==> config.mk <==
export PLATFORM = sky130hd
export DESIGN_NAME = seq_detect_param
export DESIGN_NICKNAME = d
export VERILOG_FILES = /design/src/rtl/seq_detect_param.sv
export SDC_FILE = /design/constraint.sdc
export NUM_CORES = 1
export LEC_CHECK = 0
export BUFFER_PORTS_ARGS = -buffer_cell sky130_fd_sc_hd__buf_2
export CAP_MARGIN = 20
export CORE_MARGIN = 2
export CORE_UTILIZATION = 40
export DETAILED_ROUTE_END_ITERATION = 10
export PLACE_DENSITY = 0.57
export RECOVER_POWER = 50
export SLEW_MARGIN = 20
export SYNTH_ARGS = -nofsm -noshare
export SYNTH_HDL_FRONTEND = slang
export SYNTH_SLANG_ARGS = --single-unit
==> constraint.sdc <==
create_clock -name clk -period 2.9 [get_ports clk]
set_input_delay 0.725 -clock clk [delete_from_list [all_inputs] [get_ports clk]]
set_output_delay 0.725 -clock clk [all_outputs]
set_load 0.1 [all_outputs]
==> src/rtl/seq_detect_param.sv <==
// ============================================================================
// seq_detect_param : programmable Moore sequence detector with match counter
// Rev 1.0
// ============================================================================
`default_nettype none

module seq_detect_param #(
  parameter int                  PAT_LEN  = 4,
  parameter int                  CNT_W    = 8,
  parameter logic [PAT_LEN-1:0]  PAT_INIT = {PAT_LEN{1'b1}}
) (
  input  logic               clk,
  input  logic               rst,
  input  logic               w,
  input  logic               valid,
  input  logic               cfg_load,
  input  logic [PAT_LEN-1:0] pattern,
  input  logic               overlap,
  input  logic               count_clr,
  output logic               z,
  output logic [CNT_W-1:0]   count
);

  localparam int                FILL_W    = $clog2(PAT_LEN + 1);
  localparam logic [FILL_W-1:0] C_FULL    = FILL_W'(PAT_LEN);
  localparam logic [CNT_W-1:0]  C_CNT_MAX = {CNT_W{1'b1}};

  logic [PAT_LEN-1:0] pat_q;
  logic               ovl_q;
  logic [PAT_LEN-1:0] hist_q, hist_d;
  logic [FILL_W-1:0]  fill_q, fill_d;
  logic               z_q, z_d;
  logic [CNT_W-1:0]   cnt_q, cnt_d;

  logic [PAT_LEN-1:0] w_hist_n;
  logic [FILL_W-1:0]  w_fill_n;
  logic               w_hit;

  always_comb begin
    w_hist_n = {hist_q[PAT_LEN-2:0], w};
    w_fill_n = (fill_q == C_FULL) ? C_FULL : fill_q + 1'b1;
    w_hit    = valid && !cfg_load && (w_fill_n == C_FULL) && (w_hist_n == pat_q);
  end

  always_comb begin
    hist_d = hist_q;
    fill_d = fill_q;
    z_d    = 1'b0;
    if (cfg_load) begin
      hist_d = '0;
      fill_d = '0;
    end else if (valid) begin
      z_d = w_hit;
      // Non-overlap mode restarts from an empty history after every match
      if (w_hit && !ovl_q) begin
        hist_d = '0;
        fill_d = '0;
      end else begin
        hist_d = w_hist_n;
        fill_d = w_fill_n;
      end
    end
  end

  always_comb begin
    cnt_d = cnt_q;
    if (count_clr) begin
      cnt_d = '0;
    end else if (w_hit && (cnt_q != C_CNT_MAX)) begin
      cnt_d = cnt_q + 1'b1;
    end
  end

  always_ff @(posedge clk or posedge rst) begin
    if (rst) begin
      pat_q  <= PAT_INIT;
      ovl_q  <= 1'b1;
      hist_q <= '0;
      fill_q <= '0;
      z_q    <= 1'b0;
      cnt_q  <= '0;
    end else begin
      if (cfg_load) begin
        pat_q <= pattern;
        ovl_q <= overlap;
      end
      hist_q <= hist_d;
      fill_q <= fill_d;
      z_q    <= z_d;
      cnt_q  <= cnt_d;
    end
  end

  assign z     = z_q;
  assign count = cnt_q;

endmodule

`default_nettype wire

==> results of run 1 <==
==> report_power, final <==
group	switching [mW]	internal, mW
Clock	0.0846	0.0536
Sequential	0.00806	0.295
Combinational	0.0266	0.0247
==> cell type report <==
cell class	count	share of cell area
flip-flops and latches	20	0.434
multi-input cells	62	0.415
repair buffers	19	0.0803
well taps	30	0.0321
clock buffers	4	0.0225
inverters	5	0.0161
==> state kept, by name (all words and copies together) (netlist names) <==
name    cells
z           1
count       8
pat_q       4
ovl_q       1
hist_q      3
fill_q      3
==> per-stage QoR <==
step	hold WS (ns)	instances	power [mW]	utilization	cell area (sq um)
floorplan	0.486	90	0.346	-	1030
global placement	0.519	136	0.360	0.466	1140
detailed placement	0.504	136	0.361	0.466	1140
CTS	0.532	140	0.500	0.477	1170
global route	0.579	140	0.519	0.476	1170
finish	0.523	140	0.492	0.476	1170
==> cells in the final DEF, fill, tap and decap left out, types with 3 or more instances in the layout <==
cell	synthesis	routed
a21oi_1	7	7
a32o_1	4	4
buf_2	0	18
clkbuf_4	0	3
dfrtp_1	15	15
dfstp_2	5	5
ha_1	3	3
inv_1	5	5
mux2_2	5	5
nand2_1	3	3
nand3_1	5	5
nor2_1	4	4
o31ai_1	3	3
or3_1	3	3
or4_1	3	3
xor2_1	4	4
==> cell usage after synthesis, drive strengths merged <==
master,n,area share
ha,3,0.036
nor2,4,0.015
mux2i,1,0.0097
buf,3,0.022
nand4,1,0.0061
mux2,5,0.054
nand3,6,0.034
xnor2,2,0.017
or2,1,0.0061
xor2,4,0.034
o31ai,3,0.022
o21a,1,0.0073
a2111oi,1,0.027
o2111a,1,0.011
or4,3,0.022
o21ai,2,0.0097
nor2b,1,0.0085
nand2b,2,0.019
or2b,1,0.0073
dfstp,5,0.13
a21oi,7,0.034
or3,3,0.018
inv,5,0.018
a32o,4,0.039
and4,1,0.0097
nand3b,1,0.0073
dfrtp,15,0.36
nand2,4,0.017
==> cells by family (layout without fill, tap and decap cells) <==
family                     count (synthesis)  count (layout)  share of synthesized area
buffers and inverters                      8              28                     0.0400
DFF                                       20              20                      0.490
adders and majority gates                  3               3                     0.0363
and+or+nand+nor                           28              28                      0.170
AOI/OAI and AO/OA                         19              19                      0.149
muxes                                      6               6                     0.0642
xor gates and xnor gates                   6               6                     0.0508
==> worst max path at each step <==
| stage | from | endpoint | slack [ns] |
|---|---|---|---|
| 2_1_floorplan | count[0]$_DFFE_PP0P_ | count[1]$_DFFE_PP0P_ | 0.65 |
| 3_3_place_gp | fill_q[0]$_DFFE_PP0P_ | count[5]$_DFFE_PP0P_ | 0.55 |
| 3_5_place_dp | fill_q[0]$_DFFE_PP0P_ | count[7]$_DFFE_PP0P_ | 0.48 |
| 4_1_cts | fill_q[0]$_DFFE_PP0P_ | count[7]$_DFFE_PP0P_ | 0.46 |
| 5_1_grt | fill_q[0]$_DFFE_PP0P_ | count[7]$_DFFE_PP0P_ | 0.28 |
| 6_report | fill_q[0]$_DFFE_PP0P_ | count[7]$_DFFE_PP0P_ | 0.49 |
==> per-layer routing <==
layer	track usage	vias up	part of all wire
met5	0	-	0
met4	0.0500	0	0.0088
met3	0.0191	2	0.051
met2	0.226	20	0.47
met1	0.217	369	0.47
li1	-	367	-
==> metrics.txt, run 1 <==
routed wire length 1820 um; Final min period 2.41 ns; CTS Root Buffer Type clkbuf_4; Worst Hold Class in -> async; max cap viols 0; Peak VDD IR 269 uV; Peak Freq 0.415 GHz; post-cts hold buffer count 0; initial antenna violation count 0; largest net degree at the start of global routing 21; unrepaired setup endpoints after global routing false; Synth Area per Inst 11.5 sq um; post-CTS setup buffer count 0; Worst R2R Path Depth 7; Detailed Route Iter0 Violations 18; Worst-path clk slew 0.12 ns; CP Launch Type flop; Crit Reg-Reg Startpoint fill_q[0]$_DFFE_PP0P_; share of post-route cells with drive strength above 1 0.336; Clock Latency Late Sink 0.30 ns; Required @ worst endpoint 3.13 ns; Vias/cell 5.41; Post-DP HPWL 1370 um; Die X 54.8 um; die area 0.00301 sq mm; TNS Setup 0 ns; initial core utilization 0.421; Crit Reg-Reg Endpoint count[7]$_DFFE_PP0P_; Worst Skew 0.00908 ns; Overflow after GRT 0; Via Count 758; CTS Sinks 20; first-pass GRT wire length 3240 um; Yosys reg bits 20; CP top delay family simple AND/OR/NAND/NOR gates; Lkg Pwr 0.523 nW; Synth Instances 90; sequential share of the synthesized area 0.490; Final ANT Viol Nets 0; drt pass-1 iters 4; CP max stage delay 0.52 ns; post-synthesis cell type count 33; Slowest cell on crit path or4_1; setup ws final 0.492 ns; WL per Instance 13.0 um; worst relative slew slack 0.507; Final Hold Viols 0; H-tree depth 1; crit path cell chain inv_1, ha_1, nand2b_4, a2111oi_4, nand3_2, or4_1, a21oi_1; final setup violating endpoints 0; flop-to-flop setup slack 0.49 ns; Final period util 0.830; nets@finish 125; crit path max fanout 12; post-synthesis net count 104; WP buf/inv 1; placer congestion estimate 0.660; Port Buffer Count 19; CP endpoint kind flop; dpl ws 0.480 ns; Layout area overhead 13.1%; CTS Buf Count 3; Ports 20; Crit Path Class reg -> reg; CTS resizes 0; Critical Path Stages 7; drc violations 0; Multi-input gate area 485 sq um; critical path data arrival time 2.64 ns; status finished clean; Diodes inserted 0; FP Rows 18; Fillers 230; Core Region 0.00245 sq mm; pwr/cell area 421 mW/mm^2; die height 54.8 um; Ys Warns 0; Max clock buf depth 2; CTS tree yes; register area 507 sq um; vias in the first global route 719; actual slew at the worst max-slew pin 0.738 ns; Synth Cell Area 0.00103 sq mm; Total GRT Usage 0.149; pins over their slew limit 0
Note: power is estimated with default switching activity, not from simulation.
==> run 2, diff against run 1 <==
Settings changed: ABC_AREA set to 1, PLACE_DENSITY 0.57 to 0.58.
Clock period 2.9 ns to 2.1 ns, I/O delays scaled along.
==> metrics.txt, run 2 <==
status finished clean; dpl ws 0.469 ns; post-synthesis net count 185; Worst Hold Class in -> async; CP max stage delay 0.54 ns; H-tree depth 1; setup ws final 0.241 ns; Flop pwr share 0.505; CTS resizes 0; Overflow after GRT 0; max cap viols 0; Simple-Gate Fraction of Synth Area 0.388; post-synthesis mux area share 0; Vias/cell 4.91; Max clock buf depth 2; drt pass-1 iters 6; total internal power 629 uW; sequential share of the synthesized area 0.409; top post-synthesis cells by area dfrtp_1, nand2_1, dfstp_2; CP Launch Type flop; EDFF count, synth 0; Yosys reg bits 20; pwr/cell area 577 mW/mm^2; Ports 20; unrepaired setup endpoints after global routing false; vias in the first global route 1105; Layout area overhead 14.4%; post-CTS setup buffer count 0; Async S/R FF share, synth 1.00; flop-to-flop setup slack 0.45 ns; nets@finish 207; Diodes inserted 0; final setup violating endpoints 0; drc violations 0; Clk network pwr share 0.384; Detailed Route Iter0 Violations 34; Die X 59.7 um; CTS Root Buffer Type clkbuf_4; Synth top cells by count nand2_1, inv_1, dfrtp_1; Synth Instances 171; initial core utilization 0.413; Sw Share 0.232; worst relative slew slack 0.541; critical path data arrival time 1.33 ns; combinational group share of total power 0.111; top cell type's share of synthesized area 0.303; Ys Warns 0; Peak VDD IR 368 uV; Finished Core Util 0.473; Slowest cell on crit path dfrtp_1; CTS tree yes; die area 0.00356 sq mm; TNS Setup 0 ns; Worst R2R Path Depth 8; Synth Area in XOR/XNOR 0.0141; placer congestion estimate 0.734; share of post-route cells with drive strength above 1 0.203; count leader, synth nand2_1; Critical Path Stages 1; CP endpoint kind output pin; Via Count 1104; CP endpoint count[5]; Port Buffer Count 19; Total GRT Usage 0.176; Required @ worst endpoint 1.57 ns; post-synthesis cell type count 25; Worst-path clk slew 0.12 ns; Lkg Pwr 0.764 nW; CP top delay family flip-flops; Clock Latency Late Sink 0.30 ns; Crit Path Class reg -> out; Final min period 1.86 ns; post-cts hold buffer count 0; routed wire length 2510 um; Worst Skew 0.0110 ns; first-pass GRT wire length 4770 um; max FFs per register 8; post-synthesis compound-gate area fraction 0.0575; Synth Cell Area 0.00124 sq mm; crit path cell chain buf_2; Overall Power 819 uW; crit path max fanout 8; ys flop type dfrtp_1; Final period util 0.885; die height 59.7 um; worst hold slack 0.300 ns; initial antenna violation count 0; pins over their slew limit 0; largest net degree at the start of global routing 19; largest family of logic cells by synthesized area simple AND/OR/NAND/NOR gates; sw power 190 uW; CTS Sinks 20; Crit Reg-Reg Endpoint hist_q[2]$_DFFE_PP0P_; Final ANT Viol Nets 0; Final Hold Viols 0; actual slew at the worst max-slew pin 0.688 ns; CTS Buf Count 3; Worst Setup SP count[5]$_DFFE_PP0P_; WP buf/inv 1; commonest non-fill, non-tap cells in the layout nand2_1, inv_1, buf_2; area leader, netlist dfrtp_1; Peak Freq 0.538 GHz; FP Rows 20; Post-DP HPWL 1950 um; Crit Reg-Reg Startpoint fill_q[0]$_DFFE_PP0P_; most common cell after layout, fill and taps aside nand2_1; Adder-Cell Fraction of Synth Area 0.0303; WL per Instance 11.2 um; Core Region 0.00300 sq mm; Synth Area per Inst 7.25 sq um
## run 2: final cells by class
cell class	count	area (sq um)
clock buffers	3	22.5
clock inverters	1	30.0
fillers	317	1580
inverters	29	109
multi-input cells	119	608
flip-flops and latches	20	509
well taps	33	41.3
repair buffers	20	98.8
## run 2: metal layers
metal,share of wire,global-route usage
met2,0.45,0.280
met4,0.0096,0.0508
met5,0,0
met1,0.49,0.235
met3,0.047,0.0498
## run 2: cell families after synthesis
family          after synthesis
simple gates                100
buf+inv                      32
flops                        20
compound gates               14
fa+ha+maj                     3
xor+xnor                      2
## run 2: power by group through the flow
stage                     logic (mW)  clock network [mW]  registers, mW
after floorplan               0.0669                   0          0.421
after global placement        0.0896                   0          0.422
after detailed placement      0.0931                   0          0.423
after CTS                     0.0932               0.330          0.416
after global routing           0.109               0.346          0.416
final                         0.0913               0.314          0.414
## run 2: worst min-delay path by stage
stage	slack [ns]	from	endpoint	cells after the start
floorplan	0.47	pat_q[1]$_DFFE_PP1P_	pat_q[1]$_DFFE_PP1P_	2
global placement	0.49	pat_q[1]$_DFFE_PP1P_	pat_q[1]$_DFFE_PP1P_	2
detailed placement	0.51	pat_q[1]$_DFFE_PP1P_	pat_q[1]$_DFFE_PP1P_	2
CTS	0.31	rst	count[2]$_DFFE_PP0P_	2
global route	0.35	rst	hist_q[0]$_DFFE_PP0P_	2
finish	0.30	rst	count[2]$_DFFE_PP0P_	2
## run 2: stage by stage
step,std cells,area [sq um]
after floorplan,171,1240
after global placement,221,1370
after detailed placement,221,1370
after CTS,225,1420
after global routing,225,1420
final,225,1420
==> run 3, diff against run 2 <==
Settings changed: CORE_UTILIZATION 40 to 50, HOLD_SLACK_MARGIN set to 0.12, PLACE_DENSITY 0.58 to 0.71.
==> metrics.txt, run 3 (synthesis gave the netlist of run 2 again) <==
Crit Reg-Reg Startpoint fill_q[0]$_DFFE_PP0P_; share of post-route cells with drive strength above 1 0.198; flop-to-flop setup slack 0.46 ns; max FFs per register 8; Slowest cell on crit path dfrtp_1; Ports 20; worst relative slew slack 0.645; CTS Root Buffer Type clkbuf_4; TNS Setup 0 ns; WL per Instance 10.9 um; placed insts 218; Final Cell Area 0.00142 sq mm; unrepaired setup endpoints after global routing false; actual slew at the worst max-slew pin 0.532 ns; nets@finish 207; status finished clean; Post-DP HPWL 1930 um; register area 509 sq um; Clock Latency Late Sink 0.30 ns; FP Rows 18; Vias/cell 5.08; CTS resizes 0; post-cts hold buffer count 0; CTS Sinks 20; Crit Path Class reg -> out; critical path data arrival time 1.30 ns; die area 0.00289 sq mm; Overall Power 819 uW; Final Hold Viols 0; Final period util 0.871; CP endpoint kind output pin; Die X 53.8 um; drc violations 0; CP max stage delay 0.52 ns; crit path cell chain buf_2; most common cell after layout, fill and taps aside nand2_1; vias in the first global route 1111; Lkg Pwr 0.764 nW; pins over their slew limit 0; routed wire length 2420 um; first-pass GRT wire length 4440 um; pwr/cell area 579 mW/mm^2; Fillers 237; Worst R2R Path Depth 8; drt pass-1 iters 4; Final min period 1.83 ns; post-CTS setup buffer count 0; worst hold slack 0.233 ns; Total GRT Usage 0.210; max cap viols 0; initial antenna violation count 0; largest net degree at the start of global routing 17; Port Buffer Count 19; Via Count 1128; Non-Filler Instances 222; Overflow after GRT 0; CP top delay family flip-flops; Core Region 0.00241 sq mm; Peak VDD IR 618 uV; Max clock buf depth 2; CTS tree yes; placer congestion estimate 0.802; die height 53.8 um; commonest non-fill, non-tap cells in the layout nand2_1, inv_1, buf_2; Worst Hold Class in -> async; final setup violating endpoints 0; initial core utilization 0.515; Worst-path clk slew 0.11 ns; Peak Freq 0.547 GHz; Layout area overhead 14.1%; crit path max fanout 8; WP buf/inv 1; Worst Skew 0.00305 ns; Detailed Route Iter0 Violations 26; H-tree depth 1; CP Launch Type flop; Diodes inserted 0; Cell Area, Placed 0.00137 sq mm; Multi-input gate area 608 sq um; Required @ worst endpoint 1.57 ns; Final ANT Viol Nets 0; CTS Buf Count 3; Critical Path Stages 1; Crit Reg-Reg Endpoint hist_q[1]$_DFFE_PP0P_
[run 3: area by class of cell]
cell class                      instances  area share
Timing Repair Buffer                   20      0.0698
Clock inverter                          1      0.0212
Multi-Input combinational cell        119       0.430
Tap cell                               30      0.0265
Inverter                               29      0.0769
Sequential cell                        20       0.360
Clock buffer                            3      0.0159
[run 3: how the worst max path moves through the flow]
stage / endpoint / slack (ns) / from
final: count[5] / 0.27 / count[5]$_DFFE_PP0P_
after global routing: count[5] / 0.22 / count[5]$_DFFE_PP0P_
after CTS: count[5] / 0.26 / count[5]$_DFFE_PP0P_
after detailed placement: fill_q[2]$_DFFE_PP0P_ / 0.47 / fill_q[0]$_DFFE_PP0P_
after global placement: hist_q[1]$_DFFE_PP0P_ / 0.53 / cfg_load
after floorplan: count[6]$_DFFE_PP0P_ / 0.18 / count[3]$_DFFE_PP0P_
[run 3: report_power, final]
group	internal (mW)	switching (mW)
logic	0.0316	0.0608
registers	0.404	0.00945
clock network	0.193	0.121
total	0.628	0.191
[run 3: layer usage]
layer	track usage	vias to the layer above	part of all wire
li1	-	583	-
met1	0.241	523	0.45
met2	0.384	20	0.51
met3	0.0306	2	0.032
met4	0.0855	0	0.011
met5	0	-	0
[run 3: through the flow]
stage / worst slack (ns) / utilization
3_3_place_gp: 0.525 / 0.567
5_1_grt: 0.220 / 0.587
3_5_place_dp: 0.467 / 0.567
6_report: 0.271 / 0.587
2_1_floorplan: 0.177 / -
4_1_cts: 0.258 / 0.589
